[config.mk]
export PLATFORM = sky130hd
export DESIGN_NAME = freq_meter_multi
export DESIGN_NICKNAME = d
export VERILOG_FILES = /design/src/rtl/freq_meter_multi.sv
export SDC_FILE = /design/constraint.sdc
export NUM_CORES = 1
export LEC_CHECK = 0
export CAP_MARGIN = 20
export CORE_ASPECT_RATIO = 0.6
export CORE_MARGIN = 5
export CORE_UTILIZATION = 35
export DETAILED_ROUTE_END_ITERATION = 12
export PLACE_DENSITY = 0.57
export SLEW_MARGIN = 0
export SYNTH_ARGS = -nofsm -noshare
export SYNTH_HDL_FRONTEND = slang
export SYNTH_SLANG_ARGS = --single-unit
[constraint.sdc]
create_clock -name clk_standard -period 20 [get_ports clk_standard]
set_input_delay 4 -clock clk_standard [delete_from_list [all_inputs] [get_ports clk_standard]]
set_output_delay 4 -clock clk_standard [all_outputs]
set_load 0.1 [all_outputs]
[src/rtl/freq_meter_multi.sv]
// freq_meter_multi: counts rising edges of NUM_CH asynchronous inputs over a
// common, runtime-programmable gate window timed in clk_standard cycles.
// Per-channel counters saturate with a sticky overflow flag; windows run
// continuously or single-shot, and dropping enable aborts cleanly to IDLE.
module freq_meter_multi #(
   parameter int NUM_CH      = 4,
   parameter int CNT_W       = 32,
   parameter int GATE_W      = 32,
   parameter int SYNC_STAGES = 3,
   parameter int GAP_CYCLES  = 256
) (
   input  logic                    clk_standard,
   input  logic                    rst,
   input  logic                    enable,
   input  logic                    mode_cont,
   input  logic                    start,
   input  logic [GATE_W-1:0]       gate_len,
   input  logic [NUM_CH-1:0]       sig_in,
   output logic                    busy,
   output logic                    valid_freq_out,
   output logic [NUM_CH*CNT_W-1:0] freq_out,
   output logic [NUM_CH-1:0]       overflow
);

   localparam int GAP_W = $clog2(GAP_CYCLES + 1);

   typedef enum logic [2:0] {
      S_IDLE,
      S_ARM,
      S_COUNT,
      S_LATCH,
      S_GAP
   } state_t;

   state_t                          state_q, state_d;
   logic [SYNC_STAGES-1:0][NUM_CH-1:0] sync_q, sync_d;
   logic [NUM_CH-1:0]               hist_q, hist_d;
   logic [NUM_CH-1:0]               edge_det;
   logic [GATE_W-1:0]               gate_q, gate_d;
   logic [GATE_W-1:0]               gate_cnt_q, gate_cnt_d;
   logic [GAP_W-1:0]                gap_cnt_q, gap_cnt_d;
   logic [NUM_CH-1:0][CNT_W-1:0]    cnt_q, cnt_d;
   logic [NUM_CH-1:0]               ovf_q, ovf_d;
   logic [NUM_CH-1:0][CNT_W-1:0]    freq_q, freq_d;
   logic [NUM_CH-1:0]               overflow_q, overflow_d;
   logic                            valid_q, valid_d;

   // Synchroniser shift chain and edge-history flop; runs in every state so
   // the history is already settled when a window opens.
   always_comb begin
      sync_d = {sync_q[SYNC_STAGES-2:0], sig_in};
      hist_d = sync_q[SYNC_STAGES-1];
   end

   assign edge_det = sync_q[SYNC_STAGES-1] & ~hist_q;

   // Window sequencing, per-channel counting and result publication.
   always_comb begin
      // NOTE: every variable gets its hold value first, so no path through the
      // case below can leave one unassigned and infer a latch.
      state_d    = state_q;
      gate_d     = gate_q;
      gate_cnt_d = gate_cnt_q;
      gap_cnt_d  = gap_cnt_q;
      cnt_d      = cnt_q;
      ovf_d      = ovf_q;
      freq_d     = freq_q;
      overflow_d = overflow_q;
      valid_d    = 1'b0;

      unique case (state_q)
         S_IDLE: begin
            if (enable && (mode_cont || start)) state_d = S_ARM;
         end
         S_ARM: begin
            // A zero length would never match the terminal count; run one cycle.
            gate_d     = (gate_len == '0) ? GATE_W'(1) : gate_len;
            gate_cnt_d = '0;
            cnt_d      = '0;
            ovf_d      = '0;
            state_d    = S_COUNT;
         end
         S_COUNT: begin
            for (int i = 0; i < NUM_CH; i++) begin
               if (edge_det[i]) begin
                  if (&cnt_q[i]) ovf_d[i] = 1'b1;
                  else           cnt_d[i] = cnt_q[i] + CNT_W'(1);
               end
            end
            gate_cnt_d = gate_cnt_q + GATE_W'(1);
            if (gate_cnt_q == gate_q - GATE_W'(1)) state_d = S_LATCH;
         end
         S_LATCH: begin
            freq_d     = cnt_q;
            overflow_d = ovf_q;
            valid_d    = 1'b1;
            gap_cnt_d  = '0;
            state_d    = S_GAP;
         end
         S_GAP: begin
            gap_cnt_d = gap_cnt_q + GAP_W'(1);
            if (gap_cnt_q == GAP_W'(GAP_CYCLES - 1)) begin
               state_d = mode_cont ? S_ARM : S_IDLE;
            end
         end
         default: state_d = S_IDLE;
      endcase

      // Abort overrides the next state only; a LATCH in flight still publishes.
      if (!enable && (state_q != S_IDLE)) state_d = S_IDLE;
   end

   // State register; every flop clears asynchronously on rst.
   always_ff @(posedge clk_standard or posedge rst) begin
      if (rst) begin
         state_q    <= S_IDLE;
         sync_q     <= '0;
         hist_q     <= '0;
         gate_q     <= '0;
         gate_cnt_q <= '0;
         gap_cnt_q  <= '0;
         cnt_q      <= '0;
         ovf_q      <= '0;
         freq_q     <= '0;
         overflow_q <= '0;
         valid_q    <= 1'b0;
      end else begin
         // NOTE: non-blocking updates so every flop samples pre-edge values,
         // which keeps the synchroniser a true shift chain.
         state_q    <= state_d;
         sync_q     <= sync_d;
         hist_q     <= hist_d;
         gate_q     <= gate_d;
         gate_cnt_q <= gate_cnt_d;
         gap_cnt_q  <= gap_cnt_d;
         cnt_q      <= cnt_d;
         ovf_q      <= ovf_d;
         freq_q     <= freq_d;
         overflow_q <= overflow_d;
         valid_q    <= valid_d;
      end
   end

   assign busy           = (state_q != S_IDLE);
   assign valid_freq_out = valid_q;
   assign freq_out       = freq_q;
   assign overflow       = overflow_q;

endmodule

==> results by group, run 1 <==
Global routing
  • Vias in the first global route: around 13000
  • GRT Residual Overflow: 0
  • GR Util All Layers: around 17%
  • Antenna violations before repair: 0
  • First-pass GRT wire length: 71.2 mm
  • Largest net degree at the start of global routing: 108

CTS
  • Clock latency reported for the late side of the worst-skew pair: 0.53 ns
  • Hold buffers post-CTS: 0
  • Root buffer cell: clkbuf_16
  • Setup Fix Bufs, Post-CTS: 0
  • TritonCTS clock tree: done
  • Clk sink count: 357
  • Post-CTS sizing: 0
  • CTS Buffer Depth: 3
  • Number of CTS-inserted buffers: 38
  • Clock-pin slew on the worst setup and hold paths: 0.06 ns
  • H-tree depth: 2

Layout
  • Fill cells: 4486
  • Layout area overhead: 21.9%
  • N_diodes: 0
  • Cell Count, Final, Fillers Out: 2627
  • Layout Nets: between 2000 and 2500
  • Layout cell share with drive strength beyond 1: 5.11%

Timing
  • Clock Skew: 0.0194 ns
  • Setup TNS: 0 ns
  • Worst-Margin Slew: 1.05 ns
  • Max_slew headroom: around 30%
  • Endpoints failing hold: 0
  • RSZ-0062 raised after global routing: false
  • Fmax: 154 MHz
  • Final setup vio count: 0
  • Tcrit/Tclk final: 32.4%
  • Fin crit period: between 6 and 7 ns
  • Slew Limit Fails: 0

Detailed routing
  • DR iter-0 viols: 1183
  • Via count: 13259
  • Drt drc: 0
  • WL/cell: roughly 17 um
  • DRT Wirelength: 44.0 mm
  • DRT antenna net count: 0
  • Drt via density: roughly 5.0
  • TritonRoute pass-1 iters: 5

Yosys
  • Synth area leader: dfrtp_1
  • Area share of the largest cell type after synthesis: 53.8%
  • Post-synth cell types: between 70 and 80
  • Async set-reset flop share out of synthesis: 100%
  • Netlist Area Pre-Place: 16600 sq um
  • Syn. warnings: 0
  • Most common cell in the synthesized netlist: nand2_1
  • Syn avg cell area: between 9 and 10 sq um
  • Sequential element share of the synthesized area: between 50% and 60%
  • Leading post-synthesis cells by cell area: dfrtp_1 54%, nand2_1 12%, xnor2_1 4.7%, nor2_1 3.4%, xor2_1 3.0%
  • Syn Inst Count: 1821
  • EDFF count, synth: 0
  • Post-Syn Nets: 1870
  • Most frequent cells after synthesis: 540 x nand2_1, 357 x dfrtp_1, 152 x nor2_1, 89 x xnor2_1, 73 x nand3_1
  • Flops & latches, synth: approximately 360
  • Main flop type after synthesis: dfrtp_1

Min path
  • Worst Hold End: sync_d[9]
  • Worst hold start: sync_d[5]
  • Min-Delay Path Class: register to register
  • WHS Path Cells: 0

Critical path
  • CP Class: register to output port
  • Delay-heaviest family, CP: buffers and inverters
  • RR Endpoint: cnt_q[63]
  • CP Buf/Inv Count: 1
  • CP Cell Sequence: or3_1 -> clkdlybuf4s50_1
  • Worst-path maximum fanout: 13
  • Reg2Reg Setup Slack: 16.35 ns
  • Critical Path AT: 2.48 ns
  • Max incr delay on CP: 0.98 ns
  • Critical path depth: 2
  • Worst EP required: 16.00 ns
  • CP startpoint kind: register
  • Worst Reg-to-Reg Cells: 9
  • Slowest CP cell: clkdlybuf4s50_1
  • Capturing element type of the critical path: output port
  • R2R Path Start: state_q[0]

Floorplanning
  • Core Area: 46600 sq um
  • Die H: 179 um
  • Row count: 61
  • Ports: 175
  • Starting density of the core: 35.6%
  • Total die area: 52100 sq um
  • Die Wd: 291 um

Placement
  • Post-DP HPWL: 30.5 mm
  • Inst Count DP: 2557
  • Port Buffers: around 170
  • RD Place Congestion: roughly 0.9

Power
  • Leakage: approximately 9 nW
  • Peak VDD IR: 0.0477 mV
  • Pwr dens: 94.8 nW/um^2

Flow run
  • Max-cap violations: 0

Outcome
  • Status: complete, no violations
power by group:
group	switching (mW)	internal [mW]	total [mW]
logic	0.246	0.110	0.356
clock network	0.295	0.427	0.721
registers	0.0732	0.769	0.842
state kept, by name (all words and copies together), names as in the netlist:
register	count
freq_out	128
gate_q	32
valid_freq_out	1
gate_cnt_q	32
gap_cnt_q	9
ovf_q	4
overflow	4
hist_q	4
cnt_q	128
state_q	3
sync_d	8
hist_d	4
area by class of cell:
cell class,count,area (sq um),area share (%)
sequential,357,8930,44.1
clock buffer,53,1070,5.27
timing repair buffer,192,1920,9.47
multi-input combinational,1347,7210,35.6
tap,630,788,3.89
clock inverter,14,198,0.976
inverter,34,138,0.680
cells in the final DEF (no fill, tap or decap), types with 25 or more instances in the layout:
cell	synthesis	routed
nand2_1	540	540
dfrtp_1	357	357
clkdlybuf4s50_1	0	174
nor2_1	152	152
xnor2_1	89	89
nand3_1	73	73
o21ai_0	68	68
xor2_1	57	57
nor3_1	49	49
nand4_1	45	45
clkbuf_16	0	38
inv_1	33	32
nor4_1	30	30
and3_1	26	26
a21oi_1	25	25
per-layer routing:
metal / vias to the layer above / GRT usage [%] / wire [um]
met2: 275 / 24.3 / 18500
met1: 6510 / 25.6 / 22400
met5: - / 0 / 0
met4: 0 / 3.31 / 776
li1: 6421 / - / -
met3: 53 / 3.52 / 2360
stage by stage:
stage	setup WS, ns	cell area, sq um	util [%]	hold WS, ns	total power [mW]
global placement	13.28	18900	40.6	0.335	1.20
finish	13.52	20200	43.4	0.347	1.92
global route	13.45	20200	43.4	0.353	2.02
detailed placement	13.21	18900	40.6	0.335	1.20
floorplan	6.09	16600	-	0.331	1.09
CTS	13.48	20200	43.3	0.348	1.94
logic make-up (layout without fill, tap and decap cells):
logic type | count (synthesis) | in the layout | share of synthesized area, %
DFF | 357 | 357 | 53.8
and+or+nand+nor | 1022 | 1022 | 28.3
adders and majority gates | 8 | 8 | 0.603
muxes | 18 | 18 | 1.12
xor gates and xnor gates | 146 | 146 | 7.70
buffers and inverters | 117 | 293 | 2.87
AOI/OAI and AO/OA | 153 | 153 | 5.62
worst max-delay path by stage:
stage          startpoint  slack, ns           end
2_1_floorplan         rst       6.09      cnt_q[0]
3_3_place_gp          rst      13.28  freq_out[12]
3_5_place_dp          rst      13.21  freq_out[14]
4_1_cts        state_q[2]      13.48          busy
5_1_grt        state_q[2]      13.45          busy
6_report       state_q[2]      13.52          busy
worst reg2reg max path, cell delays in order, from the launching register on:
cell and delay, ns:
dfrtp_1 0.53, nor3b_4 0.25, buf_4 0.56, buf_4 0.71
a31oi_1 0.27, nor4b_1 0.40, o21ai_2 0.23, nor4_1 0.33
xnor2_1 0.17, nor2_1 0.05
No activity file was read; power rests on OpenSTA's default activity.
==> inputs of run 2 (changes only) <==
==> constraint.sdc (replaced) <==
create_clock -name clk_standard -period 6.1 [get_ports clk_standard]
set_input_delay 1.22 -clock clk_standard [delete_from_list [all_inputs] [get_ports clk_standard]]
set_output_delay 1.22 -clock clk_standard [all_outputs]
set_load 0.1 [all_outputs]
==> run 2 against run 1 <==
Compared with the run above:
- critical path depth stayed put
- setup slack worse by 11 ns
- first-iteration DRC count is 8.4% lower
- non-clock buffer count is 4 lower
- sequential share of layout area is 0.24 points higher
- combinational power grew to 3.2 times the previous value
- largest power group unchanged
- register-to-register slack worse by 14 ns
- via count is 1.1% lower
==> results by group, run 2 (synthesized netlist as in run 1, its figures left out) <==
Floorplanning
  • Total die area: 52100 sq um (unchanged)
  • Row count: 61 (unchanged)
  • Ports: 175 (unchanged)
  • Core Area: 46600 sq um (unchanged)
  • Die H: 179 um (unchanged)
  • Starting density of the core: 35.6% (unchanged)
  • Die Wd: 291 um (unchanged)

CTS
  • Clk sink count: 357 (unchanged)
  • Post-CTS sizing: 0 (unchanged)
  • Clock-pin slew on the worst setup and hold paths: 0.06 ns (about the same)
  • Number of CTS-inserted buffers: 38 (unchanged)
  • Clock latency reported for the late side of the worst-skew pair: 0.53 ns (about the same)
  • Root buffer cell: clkbuf_16
  • Setup Fix Bufs, Post-CTS: 0 (unchanged)
  • Hold buffers post-CTS: 0 (unchanged)
  • H-tree depth: 2 (unchanged)
  • TritonCTS clock tree: done
  • CTS Buffer Depth: 3 (unchanged)

Placement
  • Setup slack at placement: 2.71 ns (-10.50 ns)
  • Post-DP HPWL: 30.8 mm (+0.87%)
  • Inst Count DP: 2553 (-0.16%)
  • RD Place Congestion: 0.916 (+1.7%)
  • Port Buffers: 174 (unchanged)
  • DP Area: 18900 sq um (about the same)

Critical path
  • Critical Path AT: 2.47 ns (about the same)
  • Delay-heaviest family, CP: buffers and inverters
  • Capturing element type of the critical path: output port
  • CP Buf/Inv Count: 1 (unchanged)
  • Slowest CP cell: clkdlybuf4s50_1
  • Worst-path maximum fanout: 13 (unchanged)
  • CP Cell Sequence: or3_1 -> clkdlybuf4s50_1
  • Max incr delay on CP: 0.99 ns (about the same)
  • Worst EP required: 4.88 ns (-11.12 ns)
  • CP Class: register to output port
  • CP startpoint kind: register

Layout
  • Layout cell share with drive strength beyond 1: 4.73% (-0.38 points)
  • Finished Cell Area: 20100 sq um (-0.55%)
  • Cell Count, Final, Fillers Out: 2619 (-0.30%)
  • Util after Layout: 43.2% (-0.24 points)
  • Layout Nets: 2015 (-0.20%)
  • Fill cells: 4542 (+1.2%)
  • Commonest non-fill, non-tap cell in the layout: nand2_1
  • Layout area overhead: 21.2%
  • N_diodes: 0 (unchanged)
  • Most frequent cells in the layout: 540 x nand2_1, 357 x dfrtp_1, 174 x clkdlybuf4s50_1

Global routing
  • Largest net degree at the start of global routing: 158 (+46%)
  • Vias in the first global route: 12843 (+0.28%)
  • Antenna violations before repair: 0 (unchanged)
  • GR Util All Layers: 16.8% (+0.19 points)
  • First-pass GRT wire length: 71.9 mm (+0.90%)
  • GRT Residual Overflow: 0 (unchanged)

Power
  • Peak VDD IR: 0.169 mV (+250%)
  • Leakage: 9.04 nW (-0.64%)
  • Pwr dens: 308 nW/um^2 (+220%)
  • PnR Total Power: 6.20 mW (+220%)

Min path
  • Min-Delay Path Class: register to register

Timing
  • Worst-Margin Slew: 1.10 ns (+0.0544 ns)
  • Final setup vio count: 0 (unchanged)
  • Final worst slack: 2.41 ns (-11.11 ns)
  • Fin crit period: 3.69 ns
  • Setup TNS: 0 ns (unchanged)
  • RSZ-0062 raised after global routing: false
  • Slew Limit Fails: 0 (unchanged)
  • Fmax: between 200 and 300 MHz
  • Endpoints failing hold: 0 (unchanged)
  • Clock Skew: 0.0200 ns (+0.000582 ns)
  • Max_slew headroom: 26.4% (-3.6 points)
  • Hold WS: 0.347 ns (-0.000871 ns)
  • Tcrit/Tclk final: 60.5%

Detailed routing
  • Drt drc: 0 (unchanged)
  • WL/cell: 16.8 um (+0.52%)
  • DRT antenna net count: 0 (unchanged)
  • Via count: 13117 (-1.1%)
  • Drt via density: 5.01 (-0.77%)
  • DR iter-0 viols: 1084 (-8.4%)
  • DRT Wirelength: 44.1 mm (+0.21%)
  • TritonRoute pass-1 iters: 5 (unchanged)

Outcome
  • Status: complete, no violations

Flow run
  • Max-cap violations: 0 (unchanged)
==> run 2: changes by cell type in the layout (fill, tap and decap cells not counted), sizes merged <==
cell and delta:
inv -2, bufinv -2, clkinv -2, buf -4, clkbuf +2
==> run 2: power by group <==
part | switching [mW] | internal, mW | leakage, nW | total, mW
registers | 0.231 | 2.52 | 4.89 | 2.75
clock network | 0.958 | 1.34 | 0.590 | 2.30
logic | 0.793 | 0.356 | 3.56 | 1.15
==> run 2: worst paths after layout <==
path,from,to,slack (ns),cells after the start
max,state_q[2],busy,2.41,2
min,sync_d[11],hist_d[3],0.35,0
max reg2reg,gate_q[2],state_q[0],2.81,7
min reg2reg,sync_d[11],hist_d[3],0.35,0
max in group asynchronous,rst,freq_out[60],4.05,3
min in group asynchronous,rst,freq_out[80],1.23,3
==> run 2: cell type report <==
| class | count | area, sq um | share of cell area (%) |
|---|---|---|---|
| multi-input cells | 1347 | 7210 | 35.8 |
| flip-flops and latches | 357 | 8930 | 44.4 |
| well taps | 630 | 788 | 3.91 |
| clock buffers | 55 | 1110 | 5.49 |
| clock inverters | 8 | 96.3 | 0.478 |
| inverters | 34 | 134 | 0.665 |
| repair buffers | 188 | 1870 | 9.30 |
==> run 2: layer usage <==
layer	up-vias	share of wire [%]	global-route usage, %
met4	0	1.6	3.21
met3	52	5.4	3.32
met1	6388	51	25.9
li1	6410	-	-
met2	267	42	24.7
met5	-	0	0
